### src/rtl/charge_accum_ctrl.sv
// charge_accum_ctrl: read-modify-write client for a 16x256 charge RAM.
// Accumulates signed deltas into addressed entries with saturation, fires and
// zeroes an entry when it reaches the threshold, and sweeps the whole RAM to
// zero after reset and on request.
module charge_accum_ctrl #(
  parameter int DATA_W = 16,
  parameter int ADDR_W = 8,
  parameter int DEPTH  = 256
) (
  input  logic                     clk,
  input  logic                     reset,
  input  logic                     in_valid,
  output logic                     in_ready,
  input  logic [ADDR_W-1:0]        in_addr,
  input  logic signed [DATA_W-1:0] in_delta,
  input  logic signed [DATA_W-1:0] threshold,
  input  logic                     clear_req,
  output logic                     busy,
  output logic                     clear_done,
  output logic                     fire_valid,
  output logic [ADDR_W-1:0]        fire_addr,
  output logic                     ram_rd_en,
  output logic [ADDR_W-1:0]        ram_rd_addr,
  input  logic signed [DATA_W-1:0] ram_rd_data,
  output logic                     ram_wr_en,
  output logic [ADDR_W-1:0]        ram_wr_addr,
  output logic signed [DATA_W-1:0] ram_wr_data
);

  typedef enum logic [1:0] {
    S_INIT  = 2'd0,
    S_CLEAR = 2'd1,
    S_RUN   = 2'd2,
    S_DRAIN = 2'd3
  } state_t;

  localparam logic signed [DATA_W-1:0] SAT_MAX = {1'b0, {(DATA_W-1){1'b1}}};
  localparam logic signed [DATA_W-1:0] SAT_MIN = {1'b1, {(DATA_W-1){1'b0}}};

  // Add two DATA_W values in DATA_W+1 bits and clamp to the DATA_W range.
  function automatic logic signed [DATA_W-1:0] sat_add(
    input logic signed [DATA_W-1:0] a,
    input logic signed [DATA_W-1:0] b
  );
    logic signed [DATA_W:0] s;
    s = {a[DATA_W-1], a} + {b[DATA_W-1], b};
    if (s[DATA_W] != s[DATA_W-1]) begin
      sat_add = s[DATA_W] ? SAT_MIN : SAT_MAX;
    end else begin
      sat_add = s[DATA_W-1:0];
    end
  endfunction

  state_t                     r_state;
  state_t                     w_state_nxt;
  logic [ADDR_W-1:0]          r_clr_cnt;
  logic                       w_clr_last;
  logic                       w_accept;

  logic                       r_vld_p1;
  logic [ADDR_W-1:0]          r_addr_p1;
  logic signed [DATA_W-1:0]   r_delta_p1;

  logic                       r_wb_vld_p2;
  logic [ADDR_W-1:0]          r_wb_addr_p2;
  logic signed [DATA_W-1:0]   r_wb_data_p2;

  logic signed [DATA_W-1:0]   w_operand_p1;
  logic signed [DATA_W-1:0]   w_sum_p1;
  logic                       w_fire_p1;
  logic signed [DATA_W-1:0]   w_wdata_p1;

  assign w_clr_last  = (r_clr_cnt == ADDR_W'(DEPTH - 1));
  assign w_accept    = in_valid && in_ready;

  // ---- stage 0: accept request and launch the RAM read ----
  assign ram_rd_en   = w_accept;
  assign ram_rd_addr = in_addr;

  // ---- stage 1: forward / accumulate / threshold ----
  // The RAM returns the pre-write value when the previous request wrote the
  // same entry in the same cycle, so the last written value is forwarded.
  assign w_operand_p1 = (r_wb_vld_p2 && (r_wb_addr_p2 == r_addr_p1)) ? r_wb_data_p2
                                                                     : ram_rd_data;
  assign w_sum_p1     = sat_add(w_operand_p1, r_delta_p1);
  assign w_fire_p1    = r_vld_p1 && (w_sum_p1 >= threshold);
  assign w_wdata_p1   = w_fire_p1 ? '0 : w_sum_p1;

  // FSM state register.
  always_ff @(posedge clk or negedge reset) begin
    if (!reset) begin
      r_state <= S_INIT;
    end else begin
      r_state <= w_state_nxt;
    end
  end

  // FSM next-state logic; a clear_req outside RUN is dropped.
  always_comb begin
    w_state_nxt = r_state;
    case (r_state)
      S_INIT:  w_state_nxt = S_CLEAR;
      S_CLEAR: if (w_clr_last) w_state_nxt = S_RUN;
      S_RUN:   if (clear_req) w_state_nxt = S_DRAIN;
      S_DRAIN: if (!r_vld_p1) w_state_nxt = S_CLEAR;
      default: w_state_nxt = S_INIT;
    endcase
  end

  // FSM outputs: the sweep counter owns the write port in CLEAR, stage 1 otherwise.
  always_comb begin
    in_ready    = 1'b0;
    busy        = 1'b1;
    ram_wr_en   = 1'b0;
    ram_wr_addr = r_addr_p1;
    ram_wr_data = w_wdata_p1;
    case (r_state)
      S_CLEAR: begin
        ram_wr_en   = 1'b1;
        ram_wr_addr = r_clr_cnt;
        ram_wr_data = '0;
      end
      S_RUN: begin
        in_ready  = !clear_req;
        busy      = 1'b0;
        ram_wr_en = r_vld_p1;
      end
      S_DRAIN: begin
        ram_wr_en = r_vld_p1;
      end
      default: begin
        ram_wr_en = 1'b0;
      end
    endcase
  end

  // Clear sweep counter and the completion pulse after its last write.
  always_ff @(posedge clk or negedge reset) begin
    if (!reset) begin
      r_clr_cnt  <= '0;
      clear_done <= 1'b0;
    end else begin
      clear_done <= (r_state == S_CLEAR) && w_clr_last;
      if (r_state == S_CLEAR) begin
        r_clr_cnt <= w_clr_last ? '0 : r_clr_cnt + ADDR_W'(1);
      end
    end
  end

  // Pipeline valids and the registered fire event.
  always_ff @(posedge clk or negedge reset) begin
    if (!reset) begin
      r_vld_p1    <= 1'b0;
      r_wb_vld_p2 <= 1'b0;
      fire_valid  <= 1'b0;
      fire_addr   <= '0;
    end else begin
      r_vld_p1    <= w_accept;
      r_wb_vld_p2 <= r_vld_p1;
      fire_valid  <= w_fire_p1;
      if (w_fire_p1) begin
        fire_addr <= r_addr_p1;
      end
    end
  end

  // Pipeline data registers; qualified by the valids, so left unreset.
  always_ff @(posedge clk) begin
    if (w_accept) begin
      r_addr_p1  <= in_addr;
      r_delta_p1 <= in_delta;
    end
    // ---- stage 2: write-back copy for forwarding ----
    if (r_vld_p1) begin
      r_wb_addr_p2 <= r_addr_p1;
      r_wb_data_p2 <= w_wdata_p1;
    end
  end

endmodule

### config.mk
export PLATFORM = sky130hd
export DESIGN_NAME = charge_accum_ctrl
export DESIGN_NICKNAME = d
export VERILOG_FILES = /design/src/rtl/charge_accum_ctrl.sv
export SDC_FILE = /design/constraint.sdc
export NUM_CORES = 1
export LEC_CHECK = 0
export ABC_AREA = 1
export BUFFER_PORTS_ARGS = -buffer_cell sky130_fd_sc_hd__buf_2
export CAP_MARGIN = 10
export CORE_MARGIN = 5
export CORE_UTILIZATION = 30
export CTS_CLUSTER_DIAMETER = 150
export DETAILED_ROUTE_END_ITERATION = 8
export HOLD_SLACK_MARGIN = 0.12
export PLACE_DENSITY = 0.6
export SETUP_SLACK_MARGIN = 0.1
export SYNTH_ARGS = -nofsm -noshare
export SYNTH_HDL_FRONTEND = slang
export SYNTH_SLANG_ARGS = --single-unit
### constraint.sdc
create_clock -name clk -period 7.2 [get_ports clk]
set_input_delay 2.16 -clock clk [delete_from_list [all_inputs] [get_ports clk]]
set_output_delay 2.16 -clock clk [all_outputs]
set_load 0.05 [all_outputs]
==> impl_metrics.env, run 1 <==
export IMPL_io_pins=106
export IMPL_hp_class="reg -> reg"
export IMPL_slowest_stage="fa_2"
export IMPL_gp_congestion=0.864
export IMPL_synth_distinct_cells=37
export IMPL_netlist_instances=606
export IMPL_numCtsBuffers=9
export IMPL_run_status="complete, but fails checks"
export IMPL_antennaDiodeCount=0
export IMPL_p_sw_mw=0.360
export IMPL_htree_levels=3
export IMPL_reg2reg_to="fire_addr[6]"
export IMPL_synth_main_ff_cell="edfxtp_1"
export IMPL_drv_cap=0
export IMPL_die_h_um=138
export IMPL_clock_path_buffers=2
export IMPL_numPortBuffers=105
export IMPL_crit_required_ns=5.04
export IMPL_first_pass_iters=5
export IMPL_start_kind="primary input"
export IMPL_cp_max_fo=8
export IMPL_tritoncts="done"
export IMPL_remaining_drc_errors=0
export IMPL_synthTopCellsByCount="nand2_1 (162), inv_1 (116), edfxtp_1 (48)"
export IMPL_finalHoldViolations=0
export IMPL_grt_ovfl_total=0
export IMPL_antenna_found_initial=0
export IMPL_slew_viol_final=0
export IMPL_drtIter0Drc=212
export IMPL_p_per_area_mw_per_mm2=168
export IMPL_fmax_mhz=131
export IMPL_yosysTopAreaCell="edfxtp_1"
export IMPL_drive_above_1_share_pct=44.4
export IMPL_r2r_start="r_addr_p1[0]"
export IMPL_yosysTopAreaCellShare_pct=29.3
export IMPL_utilization_pct=46.1
export IMPL_switching_share_pct=29.1
export IMPL_ys_ff_latch=70
export IMPL_n_fill_cell=1561
export IMPL_seq_power_share_pct=35.4
export IMPL_place_hpwl_um=10500
export IMPL_p_leak_nw=3.76
export IMPL_synth_area_top_cells="edfxtp_1 (29%), nand2_1 (12%), dfrtp_1 (11%), ha_1 (9.4%), inv_1 (8.8%)"
export IMPL_grtUsageTotal_pct=14.4
export IMPL_start_util_pct=30.8
export IMPL_clk_transition_reported_paths_ns=0.06
export IMPL_slew_headroom_pct=55.0
export IMPL_setup_worst_path_start="ram_rd_data[0]"
export IMPL_worstPathArrival_ns=5.48
export IMPL_internal_power_mw=0.878
export IMPL_vias_per_cell=4.41
export IMPL_dieArea_sq_mm=0.0191
export IMPL_fp_row_count=46
export IMPL_syn_cell_area_sq_mm=0.00492
export IMPL_worst_r2r_cell_count=34
export IMPL_synth_top_family_by_area="simple AND/OR/NAND/NOR gates"
export IMPL_timing_setup_tns_ns=-5.95
export IMPL_rsz0062_at_grt="true"
export IMPL_worstMarginPinSlew_ns=0.676
export IMPL_yosysMostFrequentCell="nand2_1"
export IMPL_critPathKind="in -> out"
export IMPL_ir_worst_vdd_v=0.000125
export IMPL_syn_nets=704
export IMPL_setup_slack_ns=-0.436
export IMPL_r2r_setup_slack_ns=2.54
export IMPL_finalPower_mw=1.24
export IMPL_clk_insertion_delay_late_ns=0.35
export IMPL_ys_seq_area_share_pct=40.4
export IMPL_synthAdderAreaFrac_pct=9.81
export IMPL_synthMuxAreaShare_pct=0
export IMPL_clockRootBuffer="clkbuf_16"
export IMPL_grt_start_max_net_pins=39
export IMPL_async_reset_ff_share_pct=31.4
export IMPL_wire_per_inst_um=13.6
export IMPL_finalNonFillerCells=1018
export IMPL_vias=4485
export IMPL_area_growth_pct=49.9
export IMPL_end_kind="primary output"
export IMPL_setup_viol=16
export IMPL_synth_simple_gate_area_share_pct=28.0
export IMPL_pwr_share_comb_pct=25.0
export IMPL_drt_total_wl_um=13800
export IMPL_post_place_cells=977
export IMPL_ys_warn_count=0
export IMPL_clock_sinks=70
export IMPL_fin_crit_ns=7.64
export IMPL_synth_xor_area_share_pct=2.49
export IMPL_ctsHoldBuffers=0
export IMPL_clock_skew_final_ns=0.0128
export IMPL_hp_start="r_addr_p1[5]"
export IMPL_cpPeakStageDelay_ns=0.36
export IMPL_synth_edf_count=48
export IMPL_endpoint="ram_wr_data[2]"
export IMPL_postSynthAreaPerCell_sq_um=8.13
export IMPL_pwr_share_clk_pct=39.6
export IMPL_violations="setup timing"
export IMPL_fp_dieW_um=138
export IMPL_grt_pass1_wl_um=22100
export IMPL_grt_pass1_vias=4566
export IMPL_synth_compound_area_share_pct=6.99
export IMPL_ant_nets=0
export IMPL_period_share_pct=106
export IMPL_cp_common_cell="nand2_2"
export IMPL_core_sq_mm=0.0160
export IMPL_worst_hold_slack_ns=0.455
export IMPL_nets=895
-- power groups by stage --
stage | clock, mW | combinational (mW) | sequential [mW]
global placement | 0 | 0.249 | 0.447
CTS | 0.501 | 0.281 | 0.438
detailed placement | 0 | 0.251 | 0.446
global route | 0.521 | 0.342 | 0.438
floorplan | 0 | 0.148 | 0.458
finish | 0.491 | 0.309 | 0.438
-- per-stage QoR --
step	worst slack, ns	area, sq um
after global routing	-0.679	7380
final	-0.436	7380
after CTS	-0.435	7070
after floorplan	-0.283	5090
after detailed placement	-0.635	6320
after global placement	-0.563	6320
-- timing repair --
item / 4_1_cts / 5_1_grt
buffers inserted: 11 / 11
resized for setup: 83 / 52
gates cloned: 1 / 2
pin swaps: 52 / 39
endpoints found under the setup margin: 16 / 16
-- worst max-delay path, delay by kind of cell --
| family | cells | cell delay [ns] |
|---|---|---|
| buffers and inverters | 7 | 0.68 |
| AO/OA/AOI/OAI | 2 | 0.18 |
| AND/OR/NAND/NOR | 22 | 1.70 |
| adder cells (fa/ha/maj) | 3 | 0.74 |
-- final cells by class --
type	instances	area, sq um	area share (%)
multi-input cells	398	2910	39.4
flip-flops and latches	70	1990	27.0
repair buffers	198	1430	19.4
inverters	120	450	6.10
well taps	216	270	3.66
clock buffers	10	229	3.10
clock inverters	6	93.8	1.27
-- cell families after synthesis --
group / count (synthesis)
buf+inv: 141
fa+ha+maj: 38
compound gates: 63
simple gates: 280
xor+xnor: 14
flops: 70
-- metal layers --
layer,global-route usage (%),share of wire [%]
met1,16.7,42
met2,25.1,50
met3,5.00,6.0
met4,4.21,1.4
met5,0,0
-- how the worst min path moves through the flow --
stage	slack [ns]	cells past startpoint	end
6_report	0.45	0	r_wb_addr_p2[5]
5_1_grt	0.47	0	r_wb_addr_p2[1]
4_1_cts	0.45	0	r_wb_addr_p2[1]
3_5_place_dp	0.43	0	r_wb_addr_p2[1]
3_3_place_gp	0.43	0	r_wb_addr_p2[0]
2_1_floorplan	0.43	0	r_wb_addr_p2[0]
-- layout by cell type, fill, tap and decap left out, types with 4 or more instances in the layout --
cell	netlist	layout
buf_6	0	8
nand4_1	7	7
inv_2	4	11
a21oi_2	4	9
nand3b_1	4	4
xnor2_1	8	8
buf_12	1	5
nand2_4	11	20
nand3_4	0	9
o21ai_1	0	7
nand2_8	1	4
edfxtp_1	48	48
nor2_1	28	18
xor2_1	6	6
a21oi_1	14	7
nand2_1	162	129
ha_1	37	27
o21ai_0	39	30
nand3_2	13	12
ha_4	0	7
nor2_2	10	4
buf_8	1	10
buf_2	2	88
inv_1	116	109
clkbuf_16	0	9
nor2_4	0	16
nand3_1	17	9
nand2_2	14	38
nor3_1	6	5
dfrtp_1	22	22
buf_4	9	87
-- state kept, by name, indices dropped and copies added (netlist names) --
| register | count |
|---|---|
| r_delta_p1 | 16 |
| r_wb_data_p2 | 16 |
| fire_addr | 8 |
| r_addr_p1 | 8 |
| r_clr_cnt | 8 |
| r_wb_addr_p2 | 8 |
| r_state | 2 |
| clear_done | 1 |
| fire_valid | 1 |
| r_vld_p1 | 1 |
| r_wb_vld_p2 | 1 |
Note: power is estimated with default switching activity, not from simulation.
==> run 2: changes to the inputs <==
CELL_PAD_IN_SITES_DETAIL_PLACEMENT = 0   (was unset)
CELL_PAD_IN_SITES_GLOBAL_PLACEMENT = 1   (was unset)
CTS_BUF_LIST = sky130_fd_sc_hd__clkbuf_8   (was unset)
PLACE_DENSITY = 0.74   (was 0.6)
==> impl_metrics.env, run 2 (synthesized netlist as in run 1, its figures left out) <==
export IMPL_run_status="complete, but fails checks"
export IMPL_violations="setup timing"
export IMPL_numPortBuffers=105
export IMPL_multi_input_area_sq_mm=0.00292
export IMPL_drt_total_wl_um=14000
export IMPL_clockRootBuffer="clkbuf_8"
export IMPL_layout_common_cells="nand2_1 (131), inv_1 (109), buf_4 (98)"
export IMPL_rsz0062_at_grt="true"
export IMPL_n_fill_cell=1576
export IMPL_slowest_stage="fa_2"
export IMPL_remaining_drc_errors=0
export IMPL_drive_above_1_share_pct=44.5
export IMPL_end_kind="primary output"
export IMPL_dieArea_sq_mm=0.0191
export IMPL_die_h_um=138
export IMPL_finalPower_mw=1.13
export IMPL_timing_setup_tns_ns=-7.13
export IMPL_tritoncts="done"
export IMPL_start_kind="primary input"
export IMPL_utilization_pct=46.1
export IMPL_fp_dieW_um=138
export IMPL_cpPeakStageDelay_ns=0.36
export IMPL_cp_max_fo=8
export IMPL_post_place_cells=978
export IMPL_clock_path_buffers=2
export IMPL_vias=4480
export IMPL_slew_headroom_pct=55.6
export IMPL_reg_top3="r_delta_p1: 16 flops, r_wb_data_p2: 16 flops"
export IMPL_antenna_found_initial=1
export IMPL_dp_slack_ns=-0.693
export IMPL_core_sq_mm=0.0160
export IMPL_internal_power_mw=0.779
export IMPL_layout_area_seq_sq_mm=0.00199
export IMPL_fmax_mhz=130
export IMPL_clock_sinks=70
export IMPL_seq_power_share_pct=38.8
export IMPL_vias_per_cell=4.36
export IMPL_switching_share_pct=30.9
export IMPL_grt_pass1_wl_um=21900
export IMPL_clk_insertion_delay_late_ns=0.37
export IMPL_nets=905
export IMPL_pwr_share_clk_pct=33.1
export IMPL_finalInstanceArea_sq_mm=0.00738
export IMPL_grtUsageTotal_pct=14.3
export IMPL_drtIter0Drc=168
export IMPL_finalNonFillerCells=1028
export IMPL_hp_start="r_addr_p1[3]"
export IMPL_grt_start_max_net_pins=39
export IMPL_htree_levels=3
export IMPL_worstMarginPinSlew_ns=0.667
export IMPL_first_pass_iters=4
export IMPL_slew_viol_final=0
export IMPL_setup_slack_ns=-0.499
export IMPL_start_util_pct=30.8
export IMPL_drv_cap=0
export IMPL_grt_ovfl_total=0
export IMPL_clk_transition_reported_paths_ns=0.08
export IMPL_hp_class="reg -> reg"
export IMPL_worstPathArrival_ns=5.54
export IMPL_place_hpwl_um=10400
export IMPL_p_leak_nw=3.75
export IMPL_setup_worst_path_start="ram_rd_data[0]"
export IMPL_worst_hold_slack_ns=0.451
export IMPL_fin_crit_ns=7.70
export IMPL_r2r_start="r_addr_p1[7]"
export IMPL_period_share_pct=107
export IMPL_worst_r2r_cell_count=36
export IMPL_ir_worst_vdd_v=0.000138
export IMPL_clock_skew_final_ns=0.0107
export IMPL_final_common_cell="nand2_1"
export IMPL_pwr_share_comb_pct=28.1
export IMPL_finalHoldViolations=0
export IMPL_grt_pass1_vias=4583
export IMPL_setup_viol=16
export IMPL_antennaDiodeCount=0
export IMPL_p_sw_mw=0.348
export IMPL_fp_row_count=46
export IMPL_gp_congestion=0.835
export IMPL_numCtsBuffers=9
export IMPL_area_growth_pct=49.8
export IMPL_crit_required_ns=5.04
export IMPL_io_pins=106
export IMPL_p_per_area_mw_per_mm2=153
export IMPL_placed_area_sq_mm=0.00636
export IMPL_ant_nets=0
export IMPL_hold_depth=0
export IMPL_critPathKind="in -> out"
export IMPL_wire_per_inst_um=13.6
==> run 2: cell count changes in the layout (fill, tap and decap cells not counted), moves of 3 or more <==
cell | before | now
buf_4 | 87 | 98
clkbuf_16 | 9 | 0
clkbuf_8 | 0 | 9
nand3_2 | 12 | 6
nand3_4 | 9 | 13
nor2_1 | 18 | 21
nor2_2 | 4 | 1
==> run 2: cell type report <==
class,count,share of cell area [%]
multi-input combinational,398,39.6
sequential,70,27.0
timing repair buffer,208,20.5
inverter,120,6.10
tap,216,3.66
clock buffer,9,1.68
clock inverter,7,1.39
==> run 2: repair_timing <==
action / CTS / global route
buffers inserted: 19 / 12
pin swaps: 40 / 43
cloned: 3 / 0
resized for setup: 77 / 52
setup endpoints to repair: 16 / 16
hold buffers: 0 / 0
==> run 2: power by group through the flow <==
stage / sequential [mW] / clock [mW] / combinational [mW]
floorplan: 0.458 / 0 / 0.148
global placement: 0.447 / 0 / 0.250
detailed placement: 0.446 / 0 / 0.251
CTS: 0.438 / 0.384 / 0.291
global route: 0.438 / 0.403 / 0.348
finish: 0.438 / 0.373 / 0.317
==> run 2: worst paths after layout <==
kind | endpoint | slack [ns]
max | ram_wr_data[10] | -0.50
min | r_wb_addr_p2[3] | 0.45
max reg2reg | r_wb_data_p2[3] | 2.43
min reg2reg | r_wb_addr_p2[3] | 0.45
max in group asynchronous | clear_done | 5.11
min in group asynchronous | r_state[1] | 1.74
==> run 2: worst max-delay path, delay by kind of cell <==
kind	cells	cell delay [ns]
AO/OA/AOI/OAI	2	0.22
buffers and inverters	7	0.65
adder cells (fa/ha/maj)	3	0.86
AND/OR/NAND/NOR	20	1.62
==> run 2: layer usage <==
layer | track usage (%) | share of wire [%] | vias to the layer above
li1 | - | - | 2308
met1 | 15.7 | 41 | 2048
met2 | 25.9 | 51 | 101
met3 | 5.59 | 6.8 | 21
met4 | 3.48 | 1.3 | 2
met5 | 0 | 0.093 | -
